[src/rtl/pipe_hazard_ctrl_pkg.sv]
`default_nettype none
// ============================================================================
// Module      : Pipe_Buf_Reg_PKG (package)
// Description : Pipeline buffer structs for the 5-stage RISC-V core, plus the
//               hazard-unit FSM state enum and forward-select encodings.
//               The helper function fwd_sel() picks one operand's forwarding
//               source. The EX/MEM stage has priority over MEM/WB.
// Revision    : 1.0 - initial release
// ============================================================================
package Pipe_Buf_Reg_PKG;

    typedef struct packed {
        logic [31:0] Curr_Pc;
        logic [31:0] Curr_Instr;
    } if_id_reg;

    typedef struct packed {
        logic [31:0] Curr_Pc;
        logic [31:0] RD_One;
        logic [31:0] RD_Two;
        logic [31:0] Immediate;
        logic [4:0]  RS_One;
        logic [4:0]  RS_Two;
        logic [4:0]  rd;
        logic        RegWrite;
        logic        MemRead;
        logic        MemWrite;
        logic        MemToReg;
        logic        HaltSignal;
    } id_ex_reg;

    typedef struct packed {
        logic [31:0] Alu_Result;
        logic [31:0] RD_Two;
        logic [4:0]  rd;
        logic        RegWrite;
        logic        MemRead;
        logic        MemWrite;
        logic        MemToReg;
    } ex_mem_reg;

    typedef struct packed {
        logic [31:0] Alu_Result;
        logic [31:0] Mem_Data;
        logic [4:0]  rd;
        logic        RegWrite;
        logic        MemToReg;
    } mem_wb_reg;

    // Hazard-unit halt-drain state machine
    typedef enum logic [1:0] {
        RUN    = 2'd0,
        DRAIN  = 2'd1,
        HALTED = 2'd2
    } hz_state_e;

    // EX operand source selects
    localparam logic [1:0] FWD_RF  = 2'b00;  // register file read (RD_One/RD_Two)
    localparam logic [1:0] FWD_WB  = 2'b01;  // MEM/WB writeback value
    localparam logic [1:0] FWD_MEM = 2'b10;  // EX/MEM Alu_Result

    // Forward from the youngest producer that writes a non-zero register
    function automatic logic [1:0] fwd_sel(
        input logic [4:0] rs,
        input logic       mem_we,
        input logic [4:0] mem_rd,
        input logic       wb_we,
        input logic [4:0] wb_rd
    );
        if (mem_we && (mem_rd != 5'd0) && (mem_rd == rs)) begin
            return FWD_MEM;
        end else if (wb_we && (wb_rd != 5'd0) && (wb_rd == rs)) begin
            return FWD_WB;
        end
        return FWD_RF;
    endfunction

endpackage
`default_nettype wire

[src/rtl/pipe_hazard_ctrl_fwd_unit.sv]
`default_nettype none
// ============================================================================
// Module      : pipe_fwd_unit
// Description : Purely combinational EX-stage operand forwarding selects.
// Ports       : id_ex_rs1/id_ex_rs2 - EX-stage source registers
//               ex_mem_we/ex_mem_rd - EX/MEM producer write enable / dest
//               mem_wb_we/mem_wb_rd - MEM/WB producer write enable / dest
//               fwd_a/fwd_b         - operand A/B source select (FWD_*)
// Revision    : 1.0 - initial release
// ============================================================================
module pipe_fwd_unit
    import Pipe_Buf_Reg_PKG::*;
(
    input  logic [4:0] id_ex_rs1,
    input  logic [4:0] id_ex_rs2,
    input  logic       ex_mem_we,
    input  logic [4:0] ex_mem_rd,
    input  logic       mem_wb_we,
    input  logic [4:0] mem_wb_rd,
    output logic [1:0] fwd_a,
    output logic [1:0] fwd_b
);

    assign fwd_a = fwd_sel(id_ex_rs1, ex_mem_we, ex_mem_rd, mem_wb_we, mem_wb_rd);
    assign fwd_b = fwd_sel(id_ex_rs2, ex_mem_we, ex_mem_rd, mem_wb_we, mem_wb_rd);

endmodule
`default_nettype wire

[src/rtl/pipe_hazard_ctrl.sv]
`default_nettype none
// ============================================================================
// Module      : pipe_hazard_ctrl
// Description : Pipeline hazard/control unit. Drives stall, flush and
//               forwarding controls from the four pipeline buffers and runs
//               the halt-drain FSM (RUN -> DRAIN -> HALTED).
//               Optional feature macro: HAZARD_PERF_CNT_EN builds the
//               saturating stall/flush counters; otherwise they read 0.
// Ports       : clk, rst_n (async, active-low)
//               if_id/id_ex/ex_mem/mem_wb - current buffer contents
//               branch_taken              - EX redirect this cycle
//               pc_en, if_id_en           - PC / IF-ID write enables
//               if_id_flush, id_ex_flush  - bubble loads
//               fwd_a, fwd_b              - EX operand selects
//               halted                    - core drained after halt
//               stall_cnt, flush_cnt      - performance counters
// Revision    : 1.0 - initial release
// ============================================================================
module pipe_hazard_ctrl
    import Pipe_Buf_Reg_PKG::*;
#(
    parameter int CNT_W        = 16,
    parameter int DRAIN_CYCLES = 2
) (
    input  logic             clk,
    input  logic             rst_n,
    input  if_id_reg         if_id,
    input  id_ex_reg         id_ex,
    input  ex_mem_reg        ex_mem,
    input  mem_wb_reg        mem_wb,
    input  logic             branch_taken,
    output logic             pc_en,
    output logic             if_id_en,
    output logic             if_id_flush,
    output logic             id_ex_flush,
    output logic [1:0]       fwd_a,
    output logic [1:0]       fwd_b,
    output logic             halted,
    output logic [CNT_W-1:0] stall_cnt,
    output logic [CNT_W-1:0] flush_cnt
);

    localparam int c_DRAIN_W = ($clog2(DRAIN_CYCLES + 1) < 1) ? 1 : $clog2(DRAIN_CYCLES + 1);
    localparam logic [c_DRAIN_W-1:0] c_DRAIN_LOAD = c_DRAIN_W'(DRAIN_CYCLES);

    hz_state_e            r_state;
    hz_state_e            w_state_nxt;
    logic [c_DRAIN_W-1:0] r_drain_cnt;
    logic [c_DRAIN_W-1:0] w_drain_nxt;

    logic [4:0] w_rs1;
    logic [4:0] w_rs2;
    logic       w_load_use;

    // Most buffer fields belong to the datapath; fold them together so the
    // whole structs count as consumed.
    logic w_unused_bufs;
    assign w_unused_bufs = ^{if_id, id_ex, ex_mem, mem_wb};

    // ID-stage sources are compared regardless of opcode: a spurious stall on
    // an instruction without rs2 costs one cycle but is never incorrect.
    assign w_rs1      = if_id.Curr_Instr[19:15];
    assign w_rs2      = if_id.Curr_Instr[24:20];
    assign w_load_use = id_ex.MemRead && (id_ex.rd != 5'd0) &&
                        ((id_ex.rd == w_rs1) || (id_ex.rd == w_rs2));

    pipe_fwd_unit u_fwd (
        .id_ex_rs1 (id_ex.RS_One),
        .id_ex_rs2 (id_ex.RS_Two),
        .ex_mem_we (ex_mem.RegWrite),
        .ex_mem_rd (ex_mem.rd),
        .mem_wb_we (mem_wb.RegWrite),
        .mem_wb_rd (mem_wb.rd),
        .fwd_a     (fwd_a),
        .fwd_b     (fwd_b)
    );

    always_ff @(posedge clk or negedge rst_n) begin
        if (!rst_n) begin
            r_state     <= RUN;
            r_drain_cnt <= '0;
        end else begin
            r_state     <= w_state_nxt;
            r_drain_cnt <= w_drain_nxt;
        end
    end

    always_comb begin
        w_state_nxt = r_state;
        w_drain_nxt = r_drain_cnt;
        pc_en       = 1'b1;
        if_id_en    = 1'b1;
        if_id_flush = 1'b0;
        id_ex_flush = 1'b0;
        case (r_state)
            RUN: begin
                if (id_ex.HaltSignal) begin
                    pc_en       = 1'b0;
                    if_id_en    = 1'b0;
                    if_id_flush = 1'b1;
                    id_ex_flush = 1'b1;
                    w_state_nxt = DRAIN;
                    w_drain_nxt = c_DRAIN_LOAD;
                end else if (branch_taken) begin
                    if_id_flush = 1'b1;
                    id_ex_flush = 1'b1;
                end else if (w_load_use) begin
                    pc_en       = 1'b0;
                    if_id_en    = 1'b0;
                    id_ex_flush = 1'b1;
                end
            end
            DRAIN: begin
                pc_en       = 1'b0;
                if_id_en    = 1'b0;
                if_id_flush = 1'b1;
                id_ex_flush = 1'b1;
                w_drain_nxt = r_drain_cnt - c_DRAIN_W'(1);
                // <= also covers a zero-length drain configuration
                if (r_drain_cnt <= c_DRAIN_W'(1)) begin
                    w_state_nxt = HALTED;
                end
            end
            default: begin
                // HALTED (and any unreachable encoding) keeps the core frozen
                pc_en       = 1'b0;
                if_id_en    = 1'b0;
                if_id_flush = 1'b1;
                id_ex_flush = 1'b1;
            end
        endcase
    end

    assign halted = (r_state == HALTED);

`ifdef HAZARD_PERF_CNT_EN
    logic             w_stall_win;
    logic             w_flush_win;
    logic [CNT_W-1:0] r_stall_cnt;
    logic [CNT_W-1:0] r_flush_cnt;

    // Count only the row that actually won the RUN priority decode
    assign w_flush_win = (r_state == RUN) && !id_ex.HaltSignal && branch_taken;
    assign w_stall_win = (r_state == RUN) && !id_ex.HaltSignal && !branch_taken && w_load_use;

    always_ff @(posedge clk or negedge rst_n) begin
        if (!rst_n) begin
            r_stall_cnt <= '0;
            r_flush_cnt <= '0;
        end else begin
            if (w_stall_win && (r_stall_cnt != '1)) begin
                r_stall_cnt <= r_stall_cnt + CNT_W'(1);
            end
            if (w_flush_win && (r_flush_cnt != '1)) begin
                r_flush_cnt <= r_flush_cnt + CNT_W'(1);
            end
        end
    end

    assign stall_cnt = r_stall_cnt;
    assign flush_cnt = r_flush_cnt;
`else
    assign stall_cnt = '0;
    assign flush_cnt = '0;
`endif

endmodule
`default_nettype wire

[config.mk]
export PLATFORM = sky130hd
export DESIGN_NAME = pipe_hazard_ctrl
export DESIGN_NICKNAME = d
export VERILOG_FILES = /design/src/rtl/pipe_hazard_ctrl_pkg.sv /design/src/rtl/pipe_hazard_ctrl_fwd_unit.sv /design/src/rtl/pipe_hazard_ctrl.sv
export SDC_FILE = /design/constraint.sdc
export NUM_CORES = 1
export LEC_CHECK = 0
export BUFFER_PORTS_ARGS = -buffer_cell sky130_fd_sc_hd__buf_2
export CAP_MARGIN = 20
export CORE_AREA = 5 5 150 152
export DETAILED_ROUTE_END_ITERATION = 10
export DIE_AREA = 0 0 155 157
export GPL_ROUTABILITY_DRIVEN = 0
export MAX_ROUTING_LAYER = met4
export RECOVER_POWER = 50
export SLEW_MARGIN = 20
export SYNTH_ARGS = -nofsm -noshare
export SYNTH_HDL_FRONTEND = slang
export SYNTH_HIERARCHICAL = 1
export SYNTH_SLANG_ARGS = --single-unit
[constraint.sdc]
create_clock -name clk -period 1 [get_ports clk]
set_input_delay 0.05 -clock clk [delete_from_list [all_inputs] [get_ports clk]]
set_output_delay 0.05 -clock clk [all_outputs]
set_load 0.1 [all_outputs]
* Word level (Yosys, flattened, before mapping)
Cells that the tools add are included.
Storage, ports and cells: flip-flop bits (word level) 4, input port bits 359, output and inout port bits 41, logic and storage cells 56
Operators by class: add/subtract/negate cells 1, magnitude comparators 1, reduce and logical (&&, ||, !) cells 16, muxes and demuxes 26, equality and inequality tests 10
Operators with widths (number):
- $eq 5x5->1 | 6
- $mux 2 | 9
- $mux 1 | 15
- $reduce_bool 5->1 | 3
- $logic_and 1x1->1 | 8
- $pmux 2 s2 | 2
- $ne 2x2->1 const B | 2
- $reduce_and 3->1 | 1
- $eq 2x1->1 const B | 1
- $eq 2x2->1 const B | 1
- $le 2x1->1 const B | 1
- $logic_not 2->1 | 1
- $reduce_and 2->1 | 1
- $reduce_bool 2->1 | 1
- $sub 2x1->2 const B | 1
- $logic_or 1x1->1 | 1

* Longest topological paths before layout
depth in word-level cells 7, mapped depth 5, mapped depth without buffers 5

* Hierarchy
Netlist, hierarchy kept.
Modules (own cells, without submodules):
- pipe_hazard_ctrl | cells an instance 73, times used 1, seq. area each 100.1 um^2, area an instance 588.1 um^2
- pipe_fwd_unit | cells an instance 34, times used 1, seq. area each 0.0 um^2, area an instance 270.3 um^2

* Worst setup path after synthesis
OpenSTA, ideal clock, no wires.
path kind input -> output, start input port ex_mem[8] in the netlist's numbering, end output port fwd_a[0], required time 0.950 ns, cell stages on the path 4, slack -3.498 ns, path buffers 0, arrival time 4.448 ns, cell sequence or4_1 o21ai_2 nor4_1 nor4_2
On the way: cells in the longest elaborated chain, start to end 5, elaborated cells on any way between the ends 7, those cells by class 1 x eq/ne; 3 x mux; 3 x reduce/logical
RTL lines:
- start: declaration | RTL line pipe_hazard_ctrl.sv:29 | input ex_mem_reg ex_mem,
- $reduce_bool 5->1 | RTL line pipe_hazard_ctrl_pkg.sv:70 | if (mem_we && (mem_rd != 5'd0) && (mem_rd == rs)) begin
- $logic_and 1x1->1 | RTL line pipe_hazard_ctrl_pkg.sv:70
- $logic_and 1x1->1 * | RTL line pipe_hazard_ctrl_pkg.sv:70
- $mux 2 / $mux 1 (equally long branches) | RTL line pipe_hazard_ctrl_pkg.sv:70
- $mux 2 * | RTL line pipe_hazard_ctrl_pkg.sv:75 | return FWD_RF;
- end: declaration | RTL line pipe_hazard_ctrl.sv:36 | output logic [1:0] fwd_a,
Mark *: on every way between the ends. The rest lies on a longest branch, timed or not.

* Worst setup path after layout
start input port ex_mem[5] in the netlist's numbering, end output port fwd_b[0]
On the way: cells in the longest elaborated chain, start to end 5, elaborated cells on any way between the ends 7, those cells by class 1 x eq/ne; 3 x mux; 3 x reduce/logical
RTL lines:
- $reduce_bool 5->1 | RTL line pipe_hazard_ctrl_pkg.sv:70
- $logic_and 1x1->1 | RTL line pipe_hazard_ctrl_pkg.sv:70
- $logic_and 1x1->1 * | RTL line pipe_hazard_ctrl_pkg.sv:70
- $mux 2 / $mux 1 (equally long branches) | RTL line pipe_hazard_ctrl_pkg.sv:70
- $mux 2 * | RTL line pipe_hazard_ctrl_pkg.sv:75
- end: declaration | RTL line pipe_hazard_ctrl.sv:37 | output logic [1:0] fwd_b,
Marks and branches as above.

==> flow_summary.toml <==
[die]
fp.dieW_um = 155
start_util = 0.0411
dieArea_sq_mm = 0.0243
core_sq_mm = 0.0209
io_pins = 400
fp-row-count = 53
die_h_um = 157

[min_path]
hold_path.class = "in -> reg"

[layout]
drive_gt1_frac = 0.567
fin_area_sq_mm = 0.00201
seq_area_sq_um = 100
final_cell_mix = "buf_2 (35), conb_1 (32), buf_4 (18)"
area_growth_pct = 134
multi_input_area_sq_um = 801
n_fill_cell = 2408
antennaDiodeCount = 0
layout_commonest_cell = "buf_2"
num-nets-final = 549

[global_route]
use_met2 = 0.0431
overflow = 0
use_met3 = 0.0173
grt_pass1_wl_um = 4810
antenna_found_initial = 0
grt_max_degree = 6
grt_usage = 0.0270
grtUsageMet1 = 0.0285
top_usage_layer = "met2"
grt_pass1_vias = 954

[synth]
yosys_warnings = 6
syn_area_per_cell_sq_um = 8.02
synth_xor_area_frac = 0.306
synth_fa_ha_area_frac = 0.0146
synthesis.area_sq_um = 858
muxShareOfSynthArea = 0
synth-compound-area-share = 0.0845
synthCells = 107
synth_seq_cells = 4
synth_area_leaders = "buf_4 (29%), xnor2_1 (16%), xor2_1 (14%), dfrtp_1 (12%), nor4_2 (2.9%)"
synth_top_area_frac = 0.289
yosysUniqueCellTypes = 25
synth_top_area_cell = "buf_4"
synth-seq-area-share = 0.117
yosys.area_share.simple = 0.176
synth_top_family_by_area = "XOR/XNOR gates"

[clock_tree]
clk_pin_slew_ns = 0.03
clock_sinks = 4
cts-root-buf = "clkbuf_16"
cts_buffers = 3
cts_tree = "yes"
cts_max_path_buffers = 2
h-tree-depth = 1
clock_latency_ns = 0.22

[sta]
hold_violations = 0
fin_crit_sh = 1.56
setup_ws_ns = -0.562
timing.fmax_mhz = 640
grt_setup_unrepaired = "true"
period_minus_slack_ns = 1.56
clock_skew_ns = 0.00109
final-setup-viol-count = 10
maxSlewViolCount = 0

[setup_path]
cp.required_ns = 0.95
path_max_fanout = 2
end_kind = "output port"
worstSetupStartpointType = "primary input"
cp_data_arrival_time_ns = 1.51
path_class = "in -> out"

[drt]
first_pass_iters = 2
drc = 0
routed_wl_um = 3300
ant_nets = 0
drt-vias-per-instance = 1.97
avgRoutedWirePerCell_um = 7.13
drt_iter0_drc = 16
via_count = 911

[pwr]
share_comb_of_total_power = 0.655
vdd_ir_drop_max_uv = 519
switchingPower_mw = 1.23
switching_share = 0.485
p_leak_nw = 0.819
pwr-share-seq = 0.101
power_mw = 2.54
pwr-share-clk = 0.244
powerDensity_mw_per_mm2 = 1270
p_int_mw = 1.31

[flow_run]
maxCapViolCount = 0

[placement]
dpl-instance-area_sq_mm = 0.00174
pre_cts_ws_ns = -0.632
dp_hpwl_um = 2980
numPortBuffers = 50

[outcome]
outcome = "finished with violations"
violations = "setup timing"
## final timing paths
check | start | to | slack (ns) | depth (start not counted)
setup reg to reg | r_drain_cnt[0]$_DFFE_PN0P_ | r_drain_cnt[1]$_DFFE_PN0P_ | -0.01 | 2
hold / removal | id_ex[0] | r_state[0]$_DFFE_PN0P_ | 0.17 | 3
max in group asynchronous | rst_n | r_drain_cnt[1]$_DFFE_PN0P_ | 0.57 | 2
min in group asynchronous | rst_n | r_state[1]$_DFFE_PN0P_ | 0.24 | 2
setup / recovery | ex_mem[5] | fwd_b[0] | -0.56 | 7
hold reg to reg | r_drain_cnt[0]$_DFFE_PN0P_ | r_drain_cnt[0]$_DFFE_PN0P_ | 0.49 | 1
## synthesized netlist by cell type
master	instances
o21ai_0	2
xnor2_1	16
a21oi_1	1
nand4_1	2
nand2b_1	1
xor2_1	14
nor3_1	2
ha_1	1
o21ai_2	2
dfrtp_1	4
or4_1	3
o22a_1	1
a31oi_1	1
o311a_1	1
buf_4	33
nand2_1	5
o21bai_1	1
conb_1	1
or4_4	1
nor2_1	6
nand3_1	2
nor4_2	2
a22oi_1	1
inv_1	2
nor4_1	2
## flip-flops by register name (all words and copies together) (netlist names)
signal and flops:
r_state 2, r_drain_cnt 2
## timing repair
action / 4_1_cts / 5_1_grt
hold endpoints to repair: 4 / 0
pin swaps: 6 / 8
gates resized for setup: 22 / 14
endpoints found under the setup margin: 11 / 13
hold buffers: 1 / 0
buffers inserted: 3 / 5
## through the flow
stage | cells | utilization | TNS [ns] | hold WS [ns]
finish | 462 | 0.0961 | -3.78 | 0.168
detailed placement | 453 | 0.0835 | -3.77 | -0.136
global placement | 453 | 0.0835 | -3.71 | -0.138
global route | 462 | 0.0961 | -4.20 | 0.193
floorplan | 138 | - | -4.67 | -0.246
CTS | 459 | 0.0927 | -4.00 | 0.182
## worst max-delay path, stage by stage
cell and delay [ns]:
buf_6 0.09, or4_4 0.54, o21ai_4 0.18, buf_6 0.13
nor4_4 0.04, nor4_4 0.26, buf_12 0.21
## cell families after synthesis
group | Yosys count
AOI/OAI and AO/OA | 10
adders and majority gates | 1
and+or+nand+nor | 26
DFF | 4
other | 1
xor gates and xnor gates | 30
buffers and inverters | 35
## routing by layer
metal | wire (um) | vias up
met3 | 459 | 2
met1 | 1280 | 391
met5 | 0 | -
met2 | 1530 | 62
met4 | 17 | 0
li1 | - | 456
## power by group through the flow
| stage | logic (mW) | clock network, mW | registers, mW |
|---|---|---|---|
| finish | 1.66 | 0.622 | 0.257 |
| global route | 1.75 | 0.642 | 0.265 |
| CTS | 1.54 | 0.637 | 0.256 |
| detailed placement | 1.44 | 0 | 0.254 |
| global placement | 1.43 | 0 | 0.251 |
| floorplan | 1.08 | 0 | 0.279 |
## cell type report
type | count | area share
multi-input cells | 99 | 0.399
repair buffers | 79 | 0.337
well taps | 275 | 0.171
flip-flops and latches | 4 | 0.0499
clock buffers | 3 | 0.0374
inverters | 2 | 0.00499
Note: power is estimated with default switching activity, not from simulation.
